[src/rtl/eth_frame_tx_pkg.sv]
// Shared FSM encoding, frame-shaping limits and small helpers for the
// Ethernet TX frame generator.
package eth_frame_tx_pkg;

    typedef enum logic [2:0] {
        S_IDLE,
        S_LOAD,
        S_HEADER,
        S_PAYLOAD,
        S_GAP
    } tx_state_t;

    localparam logic [15:0] MIN_FRAME_LEN = 16'd60;
    localparam logic [15:0] MIN_IFG       = 16'd12;
    localparam logic [30:0] PRBS_SEED     = 31'h7FFF_FFFF;

    function automatic logic [15:0] max16(input logic [15:0] a, input logic [15:0] b);
        return (a > b) ? a : b;
    endfunction

    function automatic logic [15:0] min16(input logic [15:0] a, input logic [15:0] b);
        return (a < b) ? a : b;
    endfunction

endpackage

[src/rtl/eth_frame_tx_hdr_ram.sv]
// Header template store: one write port, one enabled synchronous read port.
// A read and write to the same address in one cycle returns the old byte.
module eth_frame_tx_hdr_ram #(
    parameter int DEPTH = 128,
    parameter int AW    = $clog2(DEPTH)
) (
    input  logic          clk,
    input  logic          i_we,
    input  logic [AW-1:0] i_waddr,
    input  logic [7:0]    i_wdata,
    input  logic          i_re,
    input  logic [AW-1:0] i_raddr,
    output logic [7:0]    o_rdata
);

    logic [7:0] r_mem [DEPTH];
    logic [7:0] r_rdata;

    always_ff @(posedge clk) begin
        if (i_we) begin
            r_mem[i_waddr] <= i_wdata;
        end
        if (i_re) begin
            r_rdata <= r_mem[i_raddr];
        end
    end

    assign o_rdata = r_rdata;

endmodule

[src/rtl/eth_frame_tx_engine.sv]
// Ethernet frame generator feeding a TEMAC 8-bit AXI4-Stream TX port: header
// template + generated payload + inter-frame gap. Define ETH_FRAME_TX_PRBS_EN
// to replace the incrementing payload with a PRBS-31 pattern.
module eth_frame_tx_engine
    import eth_frame_tx_pkg::*;
#(
    parameter int  C_HEADER_SIZE = 128,
    localparam int HW            = $clog2(C_HEADER_SIZE) + 1
) (
    input  logic          clk,
    input  logic          rst,
    input  logic          enable,
    input  logic [15:0]   frame_size,
    input  logic [HW-1:0] header_size,
    input  logic [15:0]   ifg,
    input  logic [31:0]   frame_limit,
    input  logic          hdr_we,
    input  logic [HW-2:0] hdr_addr,
    input  logic [7:0]    hdr_wdata,
    input  logic [63:0]   current_time,
    output logic [7:0]    m_axis_tdata,
    output logic          m_axis_tuser,
    output logic          m_axis_tlast,
    output logic          m_axis_tvalid,
    input  logic          m_axis_tready,
    output logic          busy,
    output logic          done,
    output logic [63:0]   frames_sent,
    output logic [63:0]   bytes_sent,
    output logic [63:0]   tx_time
);

    tx_state_t     r_state;
    tx_state_t     w_next_state;

    logic [15:0]   r_frame_len;
    logic [15:0]   r_hdr_len;
    logic [15:0]   r_gap;
    logic [15:0]   r_idx;
    logic [15:0]   r_gap_cnt;
    logic [31:0]   r_sess_cnt;
    logic          r_done;
    logic [63:0]   r_frames_sent;
    logic [63:0]   r_bytes_sent;
    logic [63:0]   r_tx_time;

    logic [15:0]   w_eff_frame;
    logic [15:0]   w_eff_hdr;
    logic [15:0]   w_eff_gap;
    logic [15:0]   w_idx_inc;
    logic          w_valid;
    logic          w_last;
    logic          w_hs;
    logic          w_last_hs;
    logic          w_limit_hit;
    logic          w_start;
    logic          w_ram_re;
    logic [HW-2:0] w_ram_raddr;
    logic [7:0]    w_ram_rdata;
    logic [7:0]    w_payload;

    assign w_eff_frame = max16(frame_size, MIN_FRAME_LEN);
    assign w_eff_hdr   = min16(min16(16'(header_size), 16'(C_HEADER_SIZE)), w_eff_frame);
    assign w_eff_gap   = max16(ifg, MIN_IFG);

    assign w_idx_inc   = r_idx + 16'd1;
    assign w_valid     = (r_state == S_HEADER) || (r_state == S_PAYLOAD);
    assign w_last      = w_valid && (r_idx == r_frame_len - 16'd1);
    assign w_hs        = w_valid && m_axis_tready;
    assign w_last_hs   = w_hs && w_last;
    assign w_start     = (r_state == S_IDLE) && enable && !r_done;
    assign w_limit_hit = w_last_hs && (frame_limit != 32'd0) &&
                         (r_sess_cnt + 32'd1 == frame_limit);

    always_ff @(posedge clk) begin
        if (rst) begin
            r_state <= S_IDLE;
        end else begin
            r_state <= w_next_state;
        end
    end

    always_comb begin
        w_next_state = r_state;
        case (r_state)
            S_IDLE: begin
                if (w_start) begin
                    w_next_state = S_LOAD;
                end
            end
            S_LOAD: begin
                w_next_state = (w_eff_hdr != 16'd0) ? S_HEADER : S_PAYLOAD;
            end
            S_HEADER: begin
                if (w_last_hs) begin
                    w_next_state = S_GAP;
                end else if (w_hs && (r_idx == r_hdr_len - 16'd1)) begin
                    w_next_state = S_PAYLOAD;
                end
            end
            S_PAYLOAD: begin
                if (w_last_hs) begin
                    w_next_state = S_GAP;
                end
            end
            S_GAP: begin
                if (r_gap_cnt == 16'd0) begin
                    w_next_state = (enable && !r_done) ? S_LOAD : S_IDLE;
                end
            end
            default: w_next_state = S_IDLE;
        endcase
    end

    // Frame configuration is frozen for the whole frame once LOAD has run.
    always_ff @(posedge clk) begin
        if (r_state == S_LOAD) begin
            r_frame_len <= w_eff_frame;
            r_hdr_len   <= w_eff_hdr;
            r_gap       <= w_eff_gap;
        end
    end

    always_ff @(posedge clk) begin
        if (rst) begin
            r_idx         <= '0;
            r_gap_cnt     <= '0;
            r_sess_cnt    <= '0;
            r_done        <= 1'b0;
            r_frames_sent <= '0;
            r_bytes_sent  <= '0;
            r_tx_time     <= '0;
        end else begin
            if (r_state == S_LOAD) begin
                r_idx <= '0;
            end else if (w_hs) begin
                r_idx <= w_idx_inc;
            end

            // LOAD is the last idle cycle, so GAP itself lasts gap-1 cycles.
            if (w_last_hs) begin
                r_gap_cnt <= r_gap - 16'd2;
            end else if ((r_state == S_GAP) && (r_gap_cnt != 16'd0)) begin
                r_gap_cnt <= r_gap_cnt - 16'd1;
            end

            if (w_start) begin
                r_sess_cnt <= '0;
            end else if (w_last_hs) begin
                r_sess_cnt <= r_sess_cnt + 32'd1;
            end

            if (w_limit_hit) begin
                r_done <= 1'b1;
            end else if (!enable) begin
                r_done <= 1'b0;
            end

            if (w_hs) begin
                r_bytes_sent <= r_bytes_sent + 64'd1;
                if (r_idx == 16'd0) begin
                    r_tx_time <= current_time;
                end
            end

            if (w_last_hs) begin
                r_frames_sent <= r_frames_sent + 64'd1;
            end
        end
    end

    // Template reads advance only on handshakes so tdata holds during stalls.
    assign w_ram_re    = (r_state == S_LOAD) || ((r_state == S_HEADER) && w_hs);
    assign w_ram_raddr = (r_state == S_LOAD) ? '0 : w_idx_inc[HW-2:0];

    eth_frame_tx_hdr_ram #(
        .DEPTH (C_HEADER_SIZE),
        .AW    (HW - 1)
    ) u_hdr_ram (
        .clk     (clk),
        .i_we    (hdr_we),
        .i_waddr (hdr_addr),
        .i_wdata (hdr_wdata),
        .i_re    (w_ram_re),
        .i_raddr (w_ram_raddr),
        .o_rdata (w_ram_rdata)
    );

`ifdef ETH_FRAME_TX_PRBS_EN
    logic [30:0] r_lfsr;

    function automatic logic [30:0] prbs_step8(input logic [30:0] s);
        logic [30:0] v;
        v = s;
        for (int i = 0; i < 8; i++) begin
            v = {v[29:0], v[30] ^ v[27]};
        end
        return v;
    endfunction

    always_ff @(posedge clk) begin
        if (r_state == S_LOAD) begin
            r_lfsr <= PRBS_SEED;
        end else if (w_hs && (r_state == S_PAYLOAD)) begin
            r_lfsr <= prbs_step8(r_lfsr);
        end
    end

    assign w_payload = r_lfsr[7:0];
`else
    assign w_payload = r_idx[7:0];
`endif

    assign m_axis_tvalid = w_valid;
    assign m_axis_tlast  = w_last;
    assign m_axis_tuser  = 1'b0;
    assign m_axis_tdata  = !w_valid ? 8'h00 :
                           (r_state == S_HEADER) ? w_ram_rdata : w_payload;
    assign busy          = (r_state != S_IDLE);
    assign done          = r_done | w_limit_hit;
    assign frames_sent   = r_frames_sent;
    assign bytes_sent    = r_bytes_sent;
    assign tx_time       = r_tx_time;

endmodule

[config.mk]
export PLATFORM = sky130hd
export DESIGN_NAME = eth_frame_tx_engine
export DESIGN_NICKNAME = d
export VERILOG_FILES = /design/src/rtl/eth_frame_tx_pkg.sv /design/src/rtl/eth_frame_tx_hdr_ram.sv /design/src/rtl/eth_frame_tx_engine.sv
export SDC_FILE = /design/constraint.sdc
export NUM_CORES = 2
export LEC_CHECK = 0
export CORE_MARGIN = 1
export CORE_UTILIZATION = 45
export DETAILED_ROUTE_END_ITERATION = 16
export SETUP_SLACK_MARGIN = 0.05
export SYNTH_ARGS = -nofsm -noshare
export SYNTH_HDL_FRONTEND = slang
export SYNTH_SLANG_ARGS = --single-unit
[constraint.sdc]
create_clock -name clk -period 7.05 [get_ports clk]
set_clock_uncertainty 0.1 [all_clocks]
set_input_delay 1.41 -clock clk [delete_from_list [all_inputs] [get_ports clk]]
set_output_delay 1.41 -clock clk [all_outputs]
set_load 0.02 [all_outputs]
==> flow_summary.rst <==
.. list-table::
   :header-rows: 1

   * - Metric
     - Value
   * - Maximum number of pins on one net before global-route repair
     - ~120
   * - FP Rows
     - around 130
   * - Gate count after technology mapping
     - about 4,700
   * - Summed instance area of the synthesized netlist
     - 57,800 µm²
   * - Clock transition time at the flip-flop clock pins of the worst setup and hold paths
     - roughly 0.06 ns
   * - Top-level I/O count
     - about 360
   * - Share of cells above drive strength 1
     - under 10%
   * - Crit path arrival time
     - roughly 4.7 ns
   * - WL per Instance
     - 25.6 µm
   * - Fraction of synthesis flops using an asynchronous set or reset pin
     - 0%
   * - Total Routed Length
     - 172 mm
   * - EDFF count, synth
     - approximately 1,100
   * - IO Port Bufs
     - approximately 360
   * - Category of the worst setup path launch point
     - register
   * - Clk Latency, worst-skew pair
     - about 0.8 ns
   * - Main flop type after synthesis
     - sky130_fd_sc_hd__edfxtp_1
   * - Worst vdd rail ir drop
     - between 200 and 300 µV
   * - Post-cts sizing count
     - 0
   * - Area overhead of the layout relative to synthesis
     - 16.9%
   * - Max clock buf depth
     - 3
   * - Total negative slack for setup checks
     - 0 ns
   * - Number of nets still failing antenna checks after routing
     - 0
   * - Antenna violations before repair
     - 6
   * - Root Driver
     - sky130_fd_sc_hd__clkbuf_16
   * - Global-route wire length before repair
     - around 250 mm
   * - Setup repair after global routing missed its margin
     - false
   * - Number of hold buffers added after cts
     - 0
   * - HP Class
     - register to register
   * - Final Core Density
     - between 50% and 60%
   * - Most Frequent Cell on Critical Path
     - sky130_fd_sc_hd__nand4_1
   * - Synth Register Bits
     - roughly 1,300
   * - Chip Height
     - ~360 µm
   * - Synthesized area per cell
     - between 10 and 15 µm²
   * - Hold Violations, Final
     - 0
   * - Final std cells w/o fill
     - ~6,700
   * - Num CTS Buffers
     - between 100 and 150
   * - Delay of the slowest cell on the worst path
     - about 0.76 ns
   * - Final-report setup violation count
     - 0
   * - Number of iterations in the first detailed-routing pass
     - 6
   * - Weighted congestion reported at the end of routability-driven placement
     - a little under 0.9
   * - P_leak
     - between 20 and 25 nW
   * - Number of instances in the placed design
     - ~6,500
   * - Sinks on Clock Net
     - ~1,300
   * - FMAX
     - 0.162 GHz
   * - Capturing element type of the critical path
     - output pin
   * - Clock tree from TritonCTS
     - yes
   * - Postcts setup bufs
     - 0
   * - Final worst path period need
     - between 6 and 7 ns
   * - Detailed Place HPWL
     - about 110 mm
   * - Critical path, cell by cell
     - nand3_1 -> nor3_1 -> nand4_1 -> or2_2 -> a22o_1 -> a2111oi_0 -> nand4_1 -> nand2b_1 -> clkdlybuf4s50_1
   * - Pin slew with the least headroom to its limit
     - around 1.3 ns
   * - Fraction of the cycle the final worst path needs
     - between 80% and 90%
   * - Placeable core region
     - 128,000 µm²
   * - Buf/Inv on CP
     - 1
   * - Max-cap violation count
     - 0
   * - Portion of the post-synthesis area used by sequential elements
     - between 60% and 70%
   * - Critical Path Fanout Max
     - 9
   * - Cell area power density
     - ~260 nW/µm²
   * - Gate family responsible for the most delay along the worst path
     - simple AND/OR/NAND/NOR gates
   * - Critical-path top delay cell
     - sky130_fd_sc_hd__nor3_1
   * - Number of global-route vias before repair
     - approximately 39,000
   * - Outcome
     - finished clean
   * - Final hold slack
     - between 0.3 and 0.4 ns
   * - Starting utilization of the core area
     - a little under half
   * - Critical path data required time
     - 5.54 ns
   * - Count of pins over their slew limit
     - 0
   * - Die Area
     - ~130,000 µm²
   * - Max transition margin
     - between 10% and 20%
   * - Count of unresolved DRC violations after routing
     - 0
   * - Clock H-tree levels
     - 4
   * - Vias per Instance
     - about 6.1
   * - Count of yosys warnings during synthesis
     - 0
   * - Drt initial violations
     - roughly 4,300
   * - Critical path class
     - register to output pin
   * - GRT Residual Overflow
     - 0
   * - Die Span X
     - around 360 µm
   * - Number of nets in the finished design
     - ~5,100
   * - Total number of vias
     - ~41,000
   * - Number of distinct library cells after synthesis
     - just under 90
   * - Total GRT Usage
     - between 20% and 30%
cells in the final DEF (no fill, tap or decap), types with 79 or more instances in the layout:
cell type                            n
sky130_fd_sc_hd__o21ai_0           178
sky130_fd_sc_hd__nand3_1           152
sky130_fd_sc_hd__nand2_1           501
sky130_fd_sc_hd__nor2_1            333
sky130_fd_sc_hd__dfxtp_1           259
sky130_fd_sc_hd__clkbuf_16         151
sky130_fd_sc_hd__edfxtp_1         1080
sky130_fd_sc_hd__buf_4              96
sky130_fd_sc_hd__clkdlybuf4s50_1   350
sky130_fd_sc_hd__mux2i_1           176
sky130_fd_sc_hd__a21oi_1           258
sky130_fd_sc_hd__xor2_1             86
sky130_fd_sc_hd__nor3_1             79
power by group:
part           internal [W]  switching, W  leakage, nW
Combinational      0.000461      0.000911         7.26
Clock               0.00409       0.00313         2.18
Sequential          0.00862     0.0000487         11.8
worst register-to-register path, cell delays in order, from the launching register on:
cell and delay (ns):
sky130_fd_sc_hd__dfxtp_1 0.31, sky130_fd_sc_hd__buf_4 0.25, sky130_fd_sc_hd__or3b_4 0.74, sky130_fd_sc_hd__inv_4 0.65, sky130_fd_sc_hd__buf_12 0.48, sky130_fd_sc_hd__nor2_4 0.07
sky130_fd_sc_hd__buf_4 0.31, sky130_fd_sc_hd__a21oi_1 0.24, sky130_fd_sc_hd__a221oi_1 0.10, sky130_fd_sc_hd__a211oi_1 0.46, sky130_fd_sc_hd__nor3_1 0.20, sky130_fd_sc_hd__nor3_1 0.53
sky130_fd_sc_hd__o22ai_1 0.26
through the flow:
step / instance area [µm²] / setup WS (ns) / total power, W
floorplan: 57900 / 2.66 / 0.00956
global route: 67600 / 0.526 / 0.0177
detailed placement: 63200 / 1.14 / 0.0102
CTS: 67600 / 0.836 / 0.0173
global placement: 63200 / 1.14 / 0.0102
finish: 67600 / 0.877 / 0.0173
per-layer routing:
metal  routed length, µm  track usage [%]  vias to the layer above
li1                    -                -                    18300
met1               73200             36.0                    20400
met2               79600             41.0                     1750
met3               14000             4.99                      294
met4                4980             8.42                        6
met5                  34                0                        -
cells by family after synthesis:
group	count (synthesis)	share of synthesized area, %
adder cells (fa/ha/maj)	16	0.346
other	1	0.00648
XOR/XNOR	171	2.59
multiplexers	292	6.00
flip-flops	1340	65.1
buffers and inverters	377	2.63
AO/OA/AOI/OAI	893	10.1
AND/OR/NAND/NOR	1565	13.2
path summary, 6_finish.rpt:
path | start | end | cells past startpoint | slack [ns]
worst max register to register | r_state[0]$_SDFFE_PP0P_ | u_hdr_ram.o_rdata[3]$_DFFE_PP_ | 12 | 2.04
worst min register to register | tx_time[39]$_SDFFE_PP0P_ | tx_time[39]$_SDFFE_PP0P_ | 2 | 0.35
worst min-delay path | tx_time[39]$_SDFFE_PP0P_ | tx_time[39]$_SDFFE_PP0P_ | 2 | 0.35
worst max-delay path | r_sess_cnt[10]$_SDFFE_PP0P_ | done | 9 | 0.88
final cells by class:
type | count | area (µm²)
clock buffers | 201 | 4010
well taps | 1662 | 2080
inverters | 48 | 185
fillers | 10800 | 59900
flip-flops and latches | 1340 | 37600
multi-input cells | 2946 | 18900
clock inverters | 59 | 429
diodes | 5 | 12.5
repair buffers | 454 | 4380
flip-flops by register name, summed over array words and instances (netlist names):
signal	count
bytes_sent	64
frames_sent	64
r_done	1
r_frame_len	16
r_gap	16
r_gap_cnt	16
r_hdr_len	16
r_idx	16
r_sess_cnt	32
r_state	3
tx_time	64
u_hdr_ram.o_rdata	8
u_hdr_ram.r_mem	1024
cell usage after synthesis, types with 15 or more instances:
master	count	area (µm²)
sky130_fd_sc_hd__nor4_1	68	425
sky130_fd_sc_hd__mux2_2	65	732
sky130_fd_sc_hd__inv_1	47	176
sky130_fd_sc_hd__buf_1	37	139
sky130_fd_sc_hd__xor2_1	90	788
sky130_fd_sc_hd__a21oi_1	258	1290
sky130_fd_sc_hd__o21ai_0	178	891
sky130_fd_sc_hd__nor2_1	335	1260
sky130_fd_sc_hd__nand3_1	153	766
sky130_fd_sc_hd__dfxtp_1	260	5200
sky130_fd_sc_hd__o311ai_0	35	307
sky130_fd_sc_hd__edfxtp_1	1080	32400
sky130_fd_sc_hd__mux2i_1	176	1760
sky130_fd_sc_hd__buf_2	47	235
sky130_fd_sc_hd__a31oi_1	30	188
sky130_fd_sc_hd__or2_2	40	250
sky130_fd_sc_hd__o22ai_1	40	250
sky130_fd_sc_hd__a221oi_1	46	403
sky130_fd_sc_hd__nand2b_1	15	93.8
sky130_fd_sc_hd__or4_1	32	240
sky130_fd_sc_hd__nand4_1	76	475
sky130_fd_sc_hd__mux4_2	36	811
sky130_fd_sc_hd__and4_1	21	184
sky130_fd_sc_hd__o211ai_1	60	450
sky130_fd_sc_hd__or3_1	73	457
sky130_fd_sc_hd__a211oi_1	57	428
sky130_fd_sc_hd__nor2b_1	57	357
sky130_fd_sc_hd__ha_1	16	200
sky130_fd_sc_hd__a311oi_1	20	175
sky130_fd_sc_hd__mux2_1	15	169
sky130_fd_sc_hd__clkbuf_1	235	882
sky130_fd_sc_hd__o221ai_1	43	377
sky130_fd_sc_hd__o41ai_1	33	289
sky130_fd_sc_hd__and3_1	44	275
sky130_fd_sc_hd__nand2_1	503	1890
sky130_fd_sc_hd__nor3_1	80	400
sky130_fd_sc_hd__xnor2_1	81	709
No activity file was read; power rests on OpenSTA's default activity.
